$ cat src/rtl/occupancy_scheduler_if.sv
// Doorway sensor inputs, counter datapath handshake and status flags of the occupancy scheduler.
// master drives beams and counter value; slave is the scheduler.
interface occupancy_scheduler_if #(
    parameter int NDOORS = 4,
    parameter int CNT_W  = 8
);
    logic [NDOORS-1:0] outer;
    logic [NDOORS-1:0] inner;
    logic [CNT_W-1:0]  cnt;
    logic              add;
    logic              sub;
    logic [NDOORS-1:0] grant;
    logic              full;
    logic              err;

    modport master (
        output outer, inner, cnt,
        input  add, sub, grant, full, err
    );

    modport slave (
        input  outer, inner, cnt,
        output add, sub, grant, full, err
    );
endinterface

$ cat src/rtl/occupancy_scheduler.sv
// Per-door passage decoding, pending entry/exit queues and round-robin arbitration
// for a single add/sub port of the occupancy counter datapath.
module occupancy_scheduler #(
    parameter int NDOORS = 4,
    parameter int CNT_W  = 8,
    parameter int CAP    = 200,
    parameter int PEND_W = 2
) (
    input logic                  clk,
    input logic                  rst,
    occupancy_scheduler_if.slave bus
);
    localparam int unsigned ND = NDOORS;
    localparam int          PW = $clog2(NDOORS);

    typedef enum logic [2:0] {IDLE, EN1, EN2, EN3, EX1, EX2, EX3} door_st_t;

    door_st_t          st_q   [NDOORS];
    door_st_t          st_d   [NDOORS];
    logic [PEND_W-1:0] pin_q  [NDOORS];
    logic [PEND_W-1:0] pin_d  [NDOORS];
    logic [PEND_W-1:0] pout_q [NDOORS];
    logic [PEND_W-1:0] pout_d [NDOORS];
    logic [NDOORS-1:0] ev_in, ev_out, elig, grant_c, gsel_in, gsel_out;
    logic [PW-1:0]     ptr_q, gnt_idx;
    logic              gnt_vld, gnt_exit, full_c, ovf, underflow, err_q;

    function automatic logic [PW-1:0] wrap_idx(input logic [PW-1:0] base, input int unsigned k);
        int unsigned s;
        s = 32'(base) + k;
        if (s >= ND) s = s - ND;
        return PW'(s);
    endfunction

    // Exit states mirror entry states with the beams swapped, so they test {inner,outer}.
    always_comb begin
        for (int unsigned d = 0; d < ND; d++) begin
            st_d[d]   = st_q[d];
            ev_in[d]  = 1'b0;
            ev_out[d] = 1'b0;
            case (st_q[d])
                IDLE: begin
                    if (bus.outer[d] && !bus.inner[d])      st_d[d] = EN1;
                    else if (!bus.outer[d] && bus.inner[d]) st_d[d] = EX1;
                end
                EN1: case ({bus.outer[d], bus.inner[d]})
                    2'b11:   st_d[d] = EN2;
                    2'b00:   st_d[d] = IDLE;
                    2'b01:   st_d[d] = EX1;
                    default: st_d[d] = EN1;
                endcase
                EN2: case ({bus.outer[d], bus.inner[d]})
                    2'b01:   st_d[d] = EN3;
                    2'b10:   st_d[d] = EN1;
                    2'b00:   st_d[d] = IDLE;
                    default: st_d[d] = EN2;
                endcase
                EN3: case ({bus.outer[d], bus.inner[d]})
                    2'b00:   begin st_d[d] = IDLE; ev_in[d] = 1'b1; end
                    2'b11:   st_d[d] = EN2;
                    2'b10:   st_d[d] = EN1;
                    default: st_d[d] = EN3;
                endcase
                EX1: case ({bus.inner[d], bus.outer[d]})
                    2'b11:   st_d[d] = EX2;
                    2'b00:   st_d[d] = IDLE;
                    2'b01:   st_d[d] = EN1;
                    default: st_d[d] = EX1;
                endcase
                EX2: case ({bus.inner[d], bus.outer[d]})
                    2'b01:   st_d[d] = EX3;
                    2'b10:   st_d[d] = EX1;
                    2'b00:   st_d[d] = IDLE;
                    default: st_d[d] = EX2;
                endcase
                EX3: case ({bus.inner[d], bus.outer[d]})
                    2'b00:   begin st_d[d] = IDLE; ev_out[d] = 1'b1; end
                    2'b11:   st_d[d] = EX2;
                    2'b10:   st_d[d] = EX1;
                    default: st_d[d] = EX3;
                endcase
                default: st_d[d] = IDLE;
            endcase
        end
    end

    always_comb begin
        full_c = (bus.cnt >= CNT_W'(CAP));
        for (int unsigned d = 0; d < ND; d++) begin
            elig[d] = (pout_q[d] != '0) || ((pin_q[d] != '0) && !full_c);
        end
    end

    always_comb begin
        gnt_vld = 1'b0;
        gnt_idx = '0;
        for (int unsigned k = 0; k < ND; k++) begin
            if (!gnt_vld && elig[wrap_idx(ptr_q, k)]) begin
                gnt_vld = 1'b1;
                gnt_idx = wrap_idx(ptr_q, k);
            end
        end
        gnt_exit  = gnt_vld && (pout_q[gnt_idx] != '0);
        grant_c   = gnt_vld ? (NDOORS'(1) << gnt_idx) : '0;
        gsel_in   = gnt_exit ? '0 : grant_c;
        gsel_out  = gnt_exit ? grant_c : '0;
        underflow = gnt_exit && (bus.cnt == '0);
    end

    // A simultaneous event and grant on one counter cancel; saturation drops the event.
    always_comb begin
        ovf = 1'b0;
        for (int unsigned d = 0; d < ND; d++) begin
            pin_d[d]  = pin_q[d];
            pout_d[d] = pout_q[d];
            if (ev_in[d] && !gsel_in[d]) begin
                if (&pin_q[d]) ovf = 1'b1;
                else           pin_d[d] = pin_q[d] + 1'b1;
            end else if (!ev_in[d] && gsel_in[d]) begin
                pin_d[d] = pin_q[d] - 1'b1;
            end
            if (ev_out[d] && !gsel_out[d]) begin
                if (&pout_q[d]) ovf = 1'b1;
                else            pout_d[d] = pout_q[d] + 1'b1;
            end else if (!ev_out[d] && gsel_out[d]) begin
                pout_d[d] = pout_q[d] - 1'b1;
            end
        end
    end

    always_ff @(posedge clk) begin
        if (rst) begin
            for (int unsigned d = 0; d < ND; d++) begin
                st_q[d]   <= IDLE;
                pin_q[d]  <= '0;
                pout_q[d] <= '0;
            end
            ptr_q <= '0;
            err_q <= 1'b0;
        end else begin
            for (int unsigned d = 0; d < ND; d++) begin
                st_q[d]   <= st_d[d];
                pin_q[d]  <= pin_d[d];
                pout_q[d] <= pout_d[d];
            end
            if (gnt_vld) ptr_q <= wrap_idx(gnt_idx, 1);
            err_q <= err_q | ovf | underflow;
        end
    end

    always_comb begin
        bus.grant = rst ? '0 : grant_c;
        bus.add   = !rst && gnt_vld && !gnt_exit;
        bus.sub   = !rst && gnt_exit && (bus.cnt != '0);
        bus.full  = full_c;
        bus.err   = err_q;
    end
endmodule
$ cat src/flat_wrapper.sv
// flat-port wrapper written by rule: the top's interface ports become plain ports
module occupancy_scheduler_flat 
#(
    parameter int NDOORS = 4,
    parameter int CNT_W  = 8,
    parameter int CAP    = 200,
    parameter int PEND_W = 2
)
  (clk, rst, bus_outer, bus_inner, bus_cnt, bus_add, bus_sub, bus_grant, bus_full, bus_err);
  occupancy_scheduler_if #(.NDOORS(NDOORS), .CNT_W(CNT_W)) bus_i ();
  input logic clk;
  input logic rst;
  input wire logic [$bits(bus_i.outer)-1:0] bus_outer;
  input wire logic [$bits(bus_i.inner)-1:0] bus_inner;
  input wire logic [$bits(bus_i.cnt)-1:0] bus_cnt;
  output wire logic [$bits(bus_i.add)-1:0] bus_add;
  output wire logic [$bits(bus_i.sub)-1:0] bus_sub;
  output wire logic [$bits(bus_i.grant)-1:0] bus_grant;
  output wire logic [$bits(bus_i.full)-1:0] bus_full;
  output wire logic [$bits(bus_i.err)-1:0] bus_err;
  assign bus_i.outer = bus_outer;
  assign bus_i.inner = bus_inner;
  assign bus_i.cnt = bus_cnt;
  assign bus_add = bus_i.add;
  assign bus_sub = bus_i.sub;
  assign bus_grant = bus_i.grant;
  assign bus_full = bus_i.full;
  assign bus_err = bus_i.err;
  occupancy_scheduler #(.NDOORS(NDOORS), .CNT_W(CNT_W), .CAP(CAP), .PEND_W(PEND_W)) u_core (.clk(clk), .rst(rst), .bus(bus_i));
endmodule
$ cat config.mk
export PLATFORM = sky130hd
export DESIGN_NAME = occupancy_scheduler_flat
export DESIGN_NICKNAME = d
export VERILOG_FILES = /design/src/rtl/occupancy_scheduler_if.sv /design/src/rtl/occupancy_scheduler.sv /design/src/flat_wrapper.sv
export SDC_FILE = /design/constraint.sdc
export NUM_CORES = 1
export LEC_CHECK = 0
export CAP_MARGIN = 20
export CORE_MARGIN = 10
export CORE_UTILIZATION = 59
export DETAILED_ROUTE_END_ITERATION = 16
export PLACE_DENSITY = 0.81
export SYNTH_ARGS = -nofsm -noshare
export SYNTH_HDL_FRONTEND = slang
export SYNTH_SLANG_ARGS = --single-unit
$ cat constraint.sdc
create_clock -name clk -period 3.2 [get_ports clk]
set_input_delay 0.32 -clock clk [delete_from_list [all_inputs] [get_ports clk]]
set_output_delay 0.32 -clock clk [all_outputs]
set_load 0.02 [all_outputs]
# Word-level counts from Yosys, hierarchy flattened
# Memory sizes are Yosys's and may differ from the RTL's.
# Index checks and enable logic that the tools add are counted.
[op_classes]
add_sub_neg = 25
magnitude_cmp = 10
eq_ne = 48
shift = 1
muxes = 132
bitwise_logic = 14
reduce_logical = 102
[ops]
columns = ["operator", "count"]
rows = [
  ["3-bit one-hot mux with 3 select lines", 16],
  ["3-bit one-hot mux with 7 select lines", 4],
  ["2-bit two-way mux", 41],
  ["2-bit one-hot mux with 3 select lines", 8],
  ["1-bit two-way mux", 43],
  ["1-bit logical AND", 37],
  ["3-bit equality test (second input constant)", 12],
  ["3-bit two-way mux", 12],
  ["2-bit equality test (second input constant)", 16],
  ["1-bit zero test", 30],
  ["2-bit by 1-bit subtractor with 2-bit output (second input constant)", 13],
  ["3-bit by 2-bit equality test with 1-bit output (second input constant)", 8],
  ["2-bit nonzero test", 9],
  ["2-bit by 1-bit adder with 2-bit output (second input constant)", 8],
  ["2-bit by 1-bit equality test with 1-bit output (second input constant)", 8],
  ["2-bit zero test", 8],
  ["4-bit two-way mux", 4],
  ["2-bit AND reduction", 8],
  ["1-bit bitwise OR", 14],
  ["3-bit by 1-bit equality test with 1-bit output (second input constant)", 4],
  ["3-bit greater-or-equal comparator (second input constant)", 4],
  ["3-bit zero test", 4],
  ["2-bit by 3-bit less-than comparator with 1-bit output (second input constant)", 4],
  ["1-bit binary-select mux with 2-bit select", 4],
  ["other kinds (8)", 13],
]
[word_totals]
register_bits = 3
mem_bits_rw = 28
out_inout_bits = 8
mem_count = 3
[mem_list]
columns = ["name", "depth", "word_bits", "read_ports", "rd_clocked_by_memory_dff", "write_ports", "line", "text"]
rows = [
  ["u_core.st_q", 4, 3, 4, 0, 4, "occupancy_scheduler.sv:18", "door_st_t st_q [NDOORS];"],
  ["u_core.pin_q", 4, 2, 4, 0, 4, "occupancy_scheduler.sv:20", "logic [PEND_W-1:0] pin_q [NDOORS];"],
  ["u_core.pout_q", 4, 2, 5, 0, 4, "occupancy_scheduler.sv:22", "logic [PEND_W-1:0] pout_q [NDOORS];"],
]

# Depth between registers and ports, before layout
# An unclocked memory read counts as a cell.
[depth]
word_depth = 39
depth_mapped = 11
mapped_depth_nobuf = 11

# Worst setup path after synthesis
# Ideal clock, no wire load.
[synth_path]
path_type = "input port to output port"
start = "input port bus_cnt[5]"
end = "output port bus_sub"
arrival_time_ns = 2.460
required_ns = 2.880
setup_slack_ns = 0.420
stages = 7
path_buffers = 0
path_cell_list = "o311a_4 -> o21ai_2 -> nor3b_2 -> nor3_4 -> inv_2 -> o32a_2 -> nor4_1"
[synth_between]
elab_chain_cells = 21
elab_cells_between_ends = 38
classes_between = "order compare (1); mux (16); reduce/logical (20); memory (1)"
[synth_rtl]
columns = ["item", "line", "text"]
rows = [
  ["start: declaration", "flat_wrapper.sv:15", "input wire logic [$bits(bus_i.cnt)-1:0] bus_cnt;"],
  ["8-bit greater-or-equal comparator", "occupancy_scheduler.sv:88", "full_c = (bus.cnt >= CNT_W'(CAP));"],
  ["1-bit zero test", "occupancy_scheduler.sv:90", "elig[d] = (pout_q[d] != '0) || ((pin_q[d] != '0) && !full_c);"],
  ["1-bit logical AND", "occupancy_scheduler.sv:90", ""],
  ["1-bit logical OR", "occupancy_scheduler.sv:90", ""],
  ["1-bit binary-select mux with 2-bit select", "occupancy_scheduler.sv:98", "if (!gnt_vld && elig[wrap_idx(ptr_q, k)]) begin"],
  ["1-bit two-way mux (not written as such)", "occupancy_scheduler.sv:98", ""],
  ["1-bit two-way mux", "occupancy_scheduler.sv:98", ""],
  ["1-bit zero test", "occupancy_scheduler.sv:98", ""],
  ["(+5 left out)", "-", ""],
  ["1-bit zero test", "occupancy_scheduler.sv:98", ""],
  ["1-bit logical AND", "occupancy_scheduler.sv:98", ""],
  ["2-bit two-way mux", "occupancy_scheduler.sv:98", ""],
  ["memory 4 x 2 bit", "-", ""],
  ["2-bit nonzero test", "occupancy_scheduler.sv:103", "gnt_exit = gnt_vld && (pout_q[gnt_idx] != '0);"],
  ["1-bit logical AND", "occupancy_scheduler.sv:103", ""],
  ["1-bit logical AND", "occupancy_scheduler.sv:154", "bus.sub = !rst && gnt_exit && (bus.cnt != '0);"],
  ["1-bit logical AND (*)", "occupancy_scheduler.sv:154", ""],
  ["end: declaration", "flat_wrapper.sv:17", "output wire logic [$bits(bus_i.sub)-1:0] bus_sub;"],
]
# Mark *: on every way between the ends. The rest lies on a longest branch, timed or not. The select of a mux whose other input is x is not followed.

# Worst setup path after layout
# Ends and elaborated chain as after synthesis.

==> impl_metrics.ini <==
[pwr]
p_comb_share_pct = 35.0
netSwitchingFraction_pct = 32.6
seq_power_share_pct = 36.2
powerDensity_nw_per_um2 = 359
leakagePower_nw = 1.54
p_sw_uw = 418
power_mw = 1.28
peakVddDrop_v = 0.000221
clkPwrFrac_pct = 28.8
p_int_uw = 866

[sta]
worst_pin_slew_ns = 0.561
setup_viol_count_final = 0
final_hold_viol_count = 0
fin_crit_ns = 3.14
fin_crit_sh_pct = 98.1
slew_viol_final = 0
fmax_mhz = 319
slew_headroom_pct = 62.5
finClkSkew_ns = 0.00283

[worst_hold_path]
min_path_type = register to register
worstHoldStart = u_core.pin_q[0][2]$_SDFFE_PP0P_

[logic_synthesis]
ys_ff_latch = 31
synth_edf_count = 0
netlist_instances = 361
postSynthAreaPerCell_um2 = 8.07
syn_nets = 415
postSynth.asyncResetShare_pct = 0
yosysSeqAreaShare_pct = 21.3
yosys_most_used_dff = dfxtp_1
yosysUniqueCellTypes = 60
syn_area_um2 = 2910
ys_warn_count = 0

[setup_path]
crit_arrival_ns = 2.82
path_class = input pin to output pin
required_ns = 2.88
path_buf_inv = 2
crit_path_max_fanout = 8
critPathCaptureType = output pin
max_stage_delay_ns = 0.43
critPathSlowestCell = clkdlybuf4s50_1
rr_startpoint = u_core.pin_q[0][0]$_SDFFE_PP0P_
startpoint_type = input pin
setup.worst_path.start = bus_cnt[5]
path_cells = clkdlybuf4s50_1 -> o311a_4 -> o211ai_1 -> o2bb2ai_2 -> a21boi_1 -> o32a_2 -> nor4_1 -> dlygate4sd1_1
crit_family = compound AO/OA/AOI/OAI gates

[routing]
drt_iter0_drc = 169
wl_met2_um = 3320
drc = 0
wire_per_inst_um = 14.6
top_layer = met4
dr.pass1.iters = 4
wl_met3_um = 256
viasPerCell = 5.92
routed_wl_um = 7030
wl_met1_um = 3350
postRouteAntennaNets = 0
dr_total_vias = 2854

[global_routing]
grt_pass1_vias = 2664
grt_max_degree = 15
grt_pass1_wl_um = 11800
antenna_found_initial = 0
grt_overflow = 0
grtUsageTotal_pct = 16.6

[clock_network]
clockRootBuffer = clkbuf_8
htree_num_levels = 2
cts_buffers = 5
cts.reportedPaths.clkPinSlew_ns = 0.06
clock-sinks = 31
cts_tree = built
insertion_delay_ns = 0.28
clock_path_buffers = 2
holdBufCountCts = 0

[floorplanning]
die_area_um2 = 8150
core_um2 = 4750
initial_core_util_pct = 61.3
die_h_um = 90.3
fp-row-count = 25
die_x_um = 90.3
ios = 26

[placed_design]
gp_congestion = 0.909
placed_cells = 474
dp_hpwl_um = 5320
io_buffers = 25

[finish]
nets = 469
area_growth_pct = 22.9
drive_gt1_share_pct = 16.6
insertedDiodeCount = 0
n_fill_cell = 370
final_cells = 482
final_core_util_pct = 75.3

[run_status]
outcome = finished, final reports clean

[job]
max_cap_viol_count = 0
## what timing repair did
action / CTS / global route
setup buffers: 0 / 1
gates resized for setup: 5 / 7
pin swaps: 1 / 1
setup endpoints to repair: 5 / 4
## kinds of logic (layout without fill, tap and decap cells)
family,Yosys count,in the layout,share of synthesized area [%]
buffers and inverters,40,94,5.41
adders and majority gates,36,36,15.5
and+or+nand+nor,119,119,23.0
DFF,31,31,21.3
xor gates and xnor gates,2,2,0.601
muxes,14,14,5.28
AOI/OAI and AO/OA,119,119,29.0
## synth_stat cells, types with 4 or more instances
cell / n / area share [%]
a211oi_2: 4 / 1.7
nand4b_1: 4 / 1.2
ha_1: 36 / 15
nor3_1: 13 / 2.2
clkbuf_1: 14 / 1.8
mux2i_1: 12 / 4.1
nand2b_1: 5 / 1.1
a21oi_1: 30 / 5.2
nor2_1: 37 / 4.8
nor2b_1: 7 / 1.5
a21o_1: 8 / 2.1
a211oi_1: 7 / 1.8
or4_1: 5 / 1.3
nand3_1: 4 / 0.69
a31oi_1: 10 / 2.1
and2_1: 6 / 1.3
nand2_1: 16 / 2.1
o21ai_0: 24 / 4.1
dfxtp_1: 31 / 21
inv_1: 24 / 3.1
## routing by layer
layer | GRT usage [%] | vias to the layer above
li1 | - | 1435
met1 | 20.8 | 1343
met2 | 27.8 | 67
met3 | 2.58 | 9
met4 | 6.10 | 0
met5 | 0 | -
## sequential cells by signal, summed over array words and instances, names as in the netlist
register / flops
u_core.bus.err: 1
u_core.pin_q: 8
u_core.pout_q: 8
u_core.ptr_q: 2
u_core.st_q: 12
## layout make-up
cell class,instances,area [um2],area share [%]
Inverter,25,93.8,2.62
Multi-Input combinational cell,290,2160,60.2
Sequential cell,31,621,17.3
Clock buffer,6,72.6,2.03
Clock inverter,1,30.0,0.839
Tap cell,67,83.8,2.34
Timing Repair Buffer,62,524,14.6
## power by group through the flow
stage / Clock [mW] / Combinational [mW] / Sequential [mW]
after floorplan: 0 / 0.290 / 0.439
after global placement: 0 / 0.416 / 0.470
after detailed placement: 0 / 0.432 / 0.471
after CTS: 0.372 / 0.434 / 0.462
after global routing: 0.390 / 0.494 / 0.471
final: 0.370 / 0.450 / 0.464
## final timing paths
| kind | endpoint | slack, ns | depth (start not counted) |
|---|---|---|---|
| setup / recovery | bus_sub | 0.06 | 8 |
| hold / removal | u_core.pin_q[0][2]$_SDFFE_PP0P_ | 0.52 | 1 |
| setup reg to reg | u_core.bus.err$_SDFF_PP0_ | 0.31 | 11 |
| hold reg to reg | u_core.pin_q[0][2]$_SDFFE_PP0P_ | 0.52 | 1 |
## metrics by stage
| stage | hold slack, ns | setup TNS [ns] | worst slack, ns | cell area (um2) |
|---|---|---|---|---|
| CTS | 0.519 | 0 | 0.0256 | 3550 |
| global placement | 0.500 | -0.230 | -0.120 | 3450 |
| floorplan | 0.472 | 0 | 0.420 | 2910 |
| finish | 0.518 | 0 | 0.0604 | 3580 |
| detailed placement | 0.511 | -0.630 | -0.210 | 3450 |
| global route | 0.543 | -0.111 | -0.0725 | 3580 |
## placed cells by master, fill, tap and decap left out, types with 3 or more instances in the layout
cell             count
nor2_1              37
buf_4               37
ha_1                36
dfxtp_1             31
a21oi_1             30
inv_1               24
o21ai_0             24
clkdlybuf4s50_1     19
nand2_1             16
nor3_1              13
mux2i_1             12
a31oi_1             10
a21o_1               8
nor2b_1              7
a211oi_1             7
and2_1               6
or4_1                5
nand2b_1             5
clkbuf_8             5
nand4b_1             4
a211oi_2             4
nand3_1              4
dlygate4sd2_1        4
o211ai_1             3
o211a_1              3
nor4_1               3
and3_1               3
a22oi_1              3
nand3_2              3
nor3b_1              3
(Power assumes the default switching activity.)
